==> config.mk <==
export PLATFORM = sky130hd
export DESIGN_NAME = stream_fifo
export DESIGN_NICKNAME = d
export VERILOG_FILES = /design/src/rtl/stream_fifo.sv
export SDC_FILE = /design/constraint.sdc
export NUM_CORES = 1
export LEC_CHECK = 0
export CAP_MARGIN = 20
export CORE_MARGIN = 8
export CORE_UTILIZATION = 35
export DETAILED_ROUTE_END_ITERATION = 12
export MAX_ROUTING_LAYER = met4
export SYNTH_ARGS = -nofsm -noshare
export SYNTH_HDL_FRONTEND = slang
export SYNTH_SLANG_ARGS = --single-unit
==> constraint.sdc <==
create_clock -name sys_clk -period 4.8 [get_ports sys_clk]
set_input_delay 0.48 -clock sys_clk [delete_from_list [all_inputs] [get_ports sys_clk]]
set_output_delay 0.48 -clock sys_clk [all_outputs]
set_load 0.02 [all_outputs]
==> src/rtl/stream_fifo.sv <==
// stream_fifo: parametrised single-clock valid/ready FIFO with fill level and almost-full/empty flags.
// Define STREAM_FIFO_OUT_REG_EN to add a registered output stage (capacity DEPTH+1, latency 2).
module stream_fifo #(
    parameter int DATA_W    = 32,
    parameter int DEPTH     = 16,
    parameter int AFULL_TH  = DEPTH - 2,
    parameter int AEMPTY_TH = 1,
`ifdef STREAM_FIFO_OUT_REG_EN
    localparam int CAP      = DEPTH + 1,
`else
    localparam int CAP      = DEPTH,
`endif
    localparam int LVL_W    = $clog2(CAP + 1)
) (
    input  logic              sys_clk,
    input  logic              sys_rst,
    input  logic              flush,
    input  logic [DATA_W-1:0] rx_data,
    input  logic              rx_valid,
    output logic              rx_ready,
    output logic [DATA_W-1:0] tx_data,
    output logic              tx_valid,
    input  logic              tx_ready,
    output logic [LVL_W-1:0]  level,
    output logic              almost_full,
    output logic              almost_empty
);

    localparam int AW = $clog2(DEPTH);
    localparam int PW = AW + 1;
    localparam logic [PW-1:0]    PTR_ONE = {{AW{1'b0}}, 1'b1};
    localparam logic [LVL_W-1:0] LVL_ONE = {{(LVL_W-1){1'b0}}, 1'b1};

    logic [PW-1:0]     wr_ptr_q;
    logic [PW-1:0]     wr_ptr_d;
    logic [PW-1:0]     rd_ptr_q;
    logic [PW-1:0]     rd_ptr_d;
    logic [LVL_W-1:0]  level_q;
    logic [LVL_W-1:0]  level_d;
    logic [DATA_W-1:0] ram_q [DEPTH];

    logic ram_full_s;
    logic ram_empty_s;
    logic push_s;
    logic pop_s;
    logic ram_rd_s;

    assign ram_full_s  = (wr_ptr_q[AW-1:0] == rd_ptr_q[AW-1:0]) && (wr_ptr_q[AW] != rd_ptr_q[AW]);
    assign ram_empty_s = (wr_ptr_q == rd_ptr_q);

    assign rx_ready = !ram_full_s && !sys_rst && !flush;
    assign push_s   = rx_valid && rx_ready;
    assign pop_s    = tx_valid && tx_ready;

`ifdef STREAM_FIFO_OUT_REG_EN
    logic              out_valid_q;
    logic              out_valid_d;
    logic [DATA_W-1:0] out_data_q;
    logic [DATA_W-1:0] out_data_d;

    // The output register refills from RAM whenever it is empty or being drained this cycle.
    assign ram_rd_s = !ram_empty_s && (!out_valid_q || tx_ready);

    // Next-state for the output register.
    always_comb begin
        out_valid_d = out_valid_q;
        out_data_d  = out_data_q;
        if (flush) begin
            out_valid_d = 1'b0;
        end else if (ram_rd_s) begin
            out_valid_d = 1'b1;
            out_data_d  = ram_q[rd_ptr_q[AW-1:0]];
        end else if (pop_s) begin
            out_valid_d = 1'b0;
        end else begin
            out_valid_d = out_valid_q;
        end
    end

    // Output register flops.
    always_ff @(posedge sys_clk) begin
        if (sys_rst) begin
            out_valid_q <= 1'b0;
            out_data_q  <= {DATA_W{1'b0}};
        end else begin
            out_valid_q <= out_valid_d;
            out_data_q  <= out_data_d;
        end
    end

    assign tx_valid = out_valid_q;
    assign tx_data  = out_data_q;
`else
    // First-word-fall-through: the head entry is presented straight from RAM.
    assign ram_rd_s = pop_s;
    assign tx_valid = !ram_empty_s;
    assign tx_data  = ram_q[rd_ptr_q[AW-1:0]];
`endif

    // Pointer next-state; flush overrides any same-cycle push or RAM read.
    always_comb begin
        wr_ptr_d = wr_ptr_q;
        rd_ptr_d = rd_ptr_q;
        if (flush) begin
            wr_ptr_d = {PW{1'b0}};
            rd_ptr_d = {PW{1'b0}};
        end else begin
            if (push_s) begin
                wr_ptr_d = wr_ptr_q + PTR_ONE;
            end else begin
                wr_ptr_d = wr_ptr_q;
            end
            if (ram_rd_s) begin
                rd_ptr_d = rd_ptr_q + PTR_ONE;
            end else begin
                rd_ptr_d = rd_ptr_q;
            end
        end
    end

    // Level tracks external push/pop only, so the internal RAM-to-register move is level-neutral.
    always_comb begin
        level_d = level_q;
        if (flush) begin
            level_d = {LVL_W{1'b0}};
        end else if (push_s && !pop_s) begin
            level_d = level_q + LVL_ONE;
        end else if (!push_s && pop_s) begin
            level_d = level_q - LVL_ONE;
        end else begin
            level_d = level_q;
        end
    end

    // Control state flops.
    always_ff @(posedge sys_clk) begin
        if (sys_rst) begin
            wr_ptr_q <= {PW{1'b0}};
            rd_ptr_q <= {PW{1'b0}};
            level_q  <= {LVL_W{1'b0}};
        end else begin
            wr_ptr_q <= wr_ptr_d;
            rd_ptr_q <= rd_ptr_d;
            level_q  <= level_d;
        end
    end

    // Data storage; no reset so contents survive flush and stay RAM-mappable.
    always_ff @(posedge sys_clk) begin
        if (push_s) begin
            ram_q[wr_ptr_q[AW-1:0]] <= rx_data;
        end
    end

    assign level        = level_q;
    assign almost_full  = (32'(level_q) >= 32'(AFULL_TH));
    assign almost_empty = (32'(level_q) <= 32'(AEMPTY_TH));

endmodule

==> flow_metrics.tcl <==
set metrics [dict create \
    slew_headroom 0.423 \
    wl_per_cell_um 24.8 \
    drive_above_1_share 0.281 \
    hp-start "wr_ptr_q[4]$_SDFFE_PP0P_" \
    grt_max_degree 54 \
    crit_path_max_fanout 53 \
    yosysWarnings 0 \
    worst_pin_slew_ns 0.865 \
    core_area_sq_um 57800 \
    fin_util 0.415 \
    ctsResizeCount 0 \
    h-tree-depth 2 \
    fillers 4972 \
    status "complete, no violations" \
    synth_cell_type_count 37 \
    final_cells 1784 \
    holdPathStages 2 \
    swShare 0.201 \
    period_needed_ns 3.89 \
    crit_chain "buf_4, mux4_2, mux4_2, clkdlybuf4s50_1" \
    power.switching_w 0.00191 \
    final-hold-violation-count 0 \
    cp_slowest_stage_delay_ns 0.91 \
    power_density_nw_per_um2 397 \
    power_frac_comb 0.029 \
    cts_inserted_buffers 54 \
    period_share 0.810 \
    required_ns 4.32 \
    drtAntennaViolNets 0 \
    p_int_w 0.00762 \
    dp_cells 1682 \
    rr_endpoint "level[4]$_SDFFE_PP0P_" \
    max_freq_ghz 0.257 \
    ff2ff_path_depth 9 \
    setup.worst_path.class "reg2out" \
    hold-path-endpoint "wr_ptr_q[4]$_SDFFE_PP0P_" \
    cp_num_buf_inv 2 \
    postCtsHoldBufs 0 \
    r2r_start "wr_ptr_q[2]$_SDFFE_PP0P_" \
    grt_setup_unrepaired "false" \
    cts_sinks 531 \
    cts_tree "done" \
    avgSynthCellArea_sq_um 24.2 \
    synth.area.top_cells "edfxtp_1 (75%), mux4_2 (17%), dfxtp_1 (1.9%), mux4_1 (0.90%), buf_6 (0.82%)" \
    vias_per_cell 5.20 \
    syn_area_sq_um 20500 \
    dieArea_sq_um 66600 \
    syn_to_final_growth_pct 17.0 \
    cts_buffer_depth 3 \
    synth.largest_area_cell "edfxtp_1" \
    synth-seq-cells 531 \
    fin_total_pwr_w 0.00953 \
    cts_setup_buffers 0 \
    vdd_drop_max_mv 0.301 \
    r2r_setup_slack_ns 1.72 \
    ys_seq_area_frac 0.768 \
    first_iter_violations 775 \
    vias 9284 \
    critPathArrivalTime_ns 3.41 \
    grt_pass1_vias 9767 \
    clk_latency_ns 0.60 \
    drt_first_pass_iters 5 \
    hpwl_mm 24.9 \
    multiInputGateArea_sq_um 4410 \
    startpoint_type "flop" \
    io_pins 78 \
    io_buffers 77 \
    antenna_found_initial 4 \
    path_common_cell "mux4_2" \
    gr-total-overflow 0 \
    setup_viol 0 \
    drt_wl_total_mm 44.3 \
    syn_nets 895 \
    clk_transition_reported_paths_ns 0.06 \
    gp_congestion 0.735 \
    cp-end-kind "output port" \
    max-cap-violations 0 \
    seq_power_share 0.535 \
    row_count 88 \
    chipWidth_um 258 \
    cts-root-buf "clkbuf_16" \
    min_path_type "reg2reg" \
    pwr-share-clk 0.435 \
    nets 1020 \
    skew_ns 0.0189 \
    synth_top_area_frac 0.750 \
    crit_slowest_cell "dfxtp_4" \
    die_y_um 258 \
    drc 0 \
    regArea_sq_um 15800 \
    syn_inst 848 \
    grt_pass1_wl_mm 65.8 \
    tns_ns 0 \
    grt_usage 0.136 \
    start_util 0.355 \
    p_leak_nw 7.28 \
    report.final.slew_viol_count 0 \
    cp_top_family "buffers and inverters" \
]
==> sequential cells by signal, summed over array words and instances, names as in the netlist, named ones only <==
name      count
ram_q       512
level         5
rd_ptr_q      5
wr_ptr_q      5
==> synthesized netlist by cell type <==
library cell	n
edfxtp_1	512
mux4_2	153
dfxtp_1	19
and3_1	15
buf_6	15
buf_2	14
nand2_1	12
a21oi_1	10
ha_1	10
inv_1	9
mux2i_1	8
mux4_1	7
nor2_1	7
xnor2_1	7
nand4_1	6
clkbuf_8	5
o21ai_0	5
clkbuf_1	4
nand3_1	3
or3_1	3
xor2_1	3
a2111o_1	2
and4_1	2
nor2b_1	2
nor4_1	2
o211ai_1	2
a211o_1	1
a211oi_1	1
a21o_1	1
and2_1	1
buf_4	1
dlygate4sd1_1	1
nand2b_1	1
o311ai_0	1
or2_2	1
or4_1	1
or4b_2	1
==> routing by layer <==
metal	global-route usage	share of wire	wire, um	vias up
met5	-	0	0	-
met4	0.0308	0.017	762	0
met3	0.0322	0.061	2690	68
met2	0.209	0.48	21100	256
met1	0.184	0.45	19800	5047
li1	-	-	-	3913
==> how the worst max path moves through the flow <==
stage,slack (ns),start,cells past startpoint,end
6_report,0.91,flop,4,tx_data[3]
5_1_grt,0.79,flop,4,tx_data[3]
4_1_cts,0.85,flop,4,tx_data[15]
3_5_place_dp,1.49,sys_rst,8,ram_q[8][18]$_DFFE_PP_
3_3_place_gp,1.52,flop,4,tx_data[15]
2_1_floorplan,1.76,wr_ptr_q[2]$_SDFFE_PP0P_,5,ram_q[15][0]$_DFFE_PP_
==> through the flow <==
stage               hold slack (ns)  cell area, sq um  setup slack, ns
floorplan                     0.477             20500             1.76
global placement              0.498             22200             1.52
detailed placement            0.515             22200             1.49
CTS                           0.525             24000            0.846
global route                  0.537             24000            0.785
finish                        0.524             24000            0.913
==> area by class of cell <==
class                      instances  area share
antenna                            3    0.000313
timing repair buffer             109      0.0447
sequential                       531       0.657
inverter                           9     0.00141
tap                              765      0.0399
clock buffer                      66      0.0582
clock inverter                    33      0.0149
multi-input combinational        268       0.184
==> worst reg2reg max path: stages, from the launching register on <==
cell     delay (ns)
dfxtp_1        0.50
xnor2_1        0.18
and4_1         0.49
a21o_1         0.25
inv_1          0.20
ha_1           0.37
or4b_2         0.63
a21oi_1        0.17
xnor2_1        0.13
nor2_1         0.05
==> cell families after synthesis <==
family / after synthesis / synth area share
flops: 531 / 0.768
mux: 168 / 0.181
simple gates: 57 / 0.0154
buf+inv: 49 / 0.0182
compound gates: 23 / 0.00708
xor+xnor: 10 / 0.00427
fa+ha+maj: 10 / 0.00610
==> layout by cell type, fill, tap and decap left out, types with 2 or more instances in the layout <==
master and n:
o21ai_0 5, nand2_1 12, nor4_1 2, dfxtp_1 15, buf_12 5, ha_1 10, and3_2 15, edfxtp_1 512
xnor2_1 7, nand3_1 3, or3_1 3, clkdlybuf4s50_1 77, and4_1 2, dfxtp_4 2, nor2b_1 2, clkinv_1 9
mux2i_1 8, a21oi_1 9, clkinv_2 12, buf_4 27, a2111o_1 2, inv_1 9, mux4_2 153, bufinv_16 6
xor2_1 3, dfxtp_2 2, nor2_1 7, nand4_1 6, diode_2 3, o211ai_1 2, clkbuf_16 54, mux4_1 7
clkbuf_1 12, clkinvlp_4 2
==> power groups by stage <==
stage | registers [W] | clock network (W) | logic [W]
after floorplan | 0.00520 | 0 | 0.000137
after CTS | 0.00510 | 0.00425 | 0.000284
final | 0.00510 | 0.00415 | 0.000278
after global routing | 0.00510 | 0.00440 | 0.000302
after detailed placement | 0.00520 | 0 | 0.000283
after global placement | 0.00520 | 0 | 0.000278
Note: power is estimated with default switching activity, not from simulation.
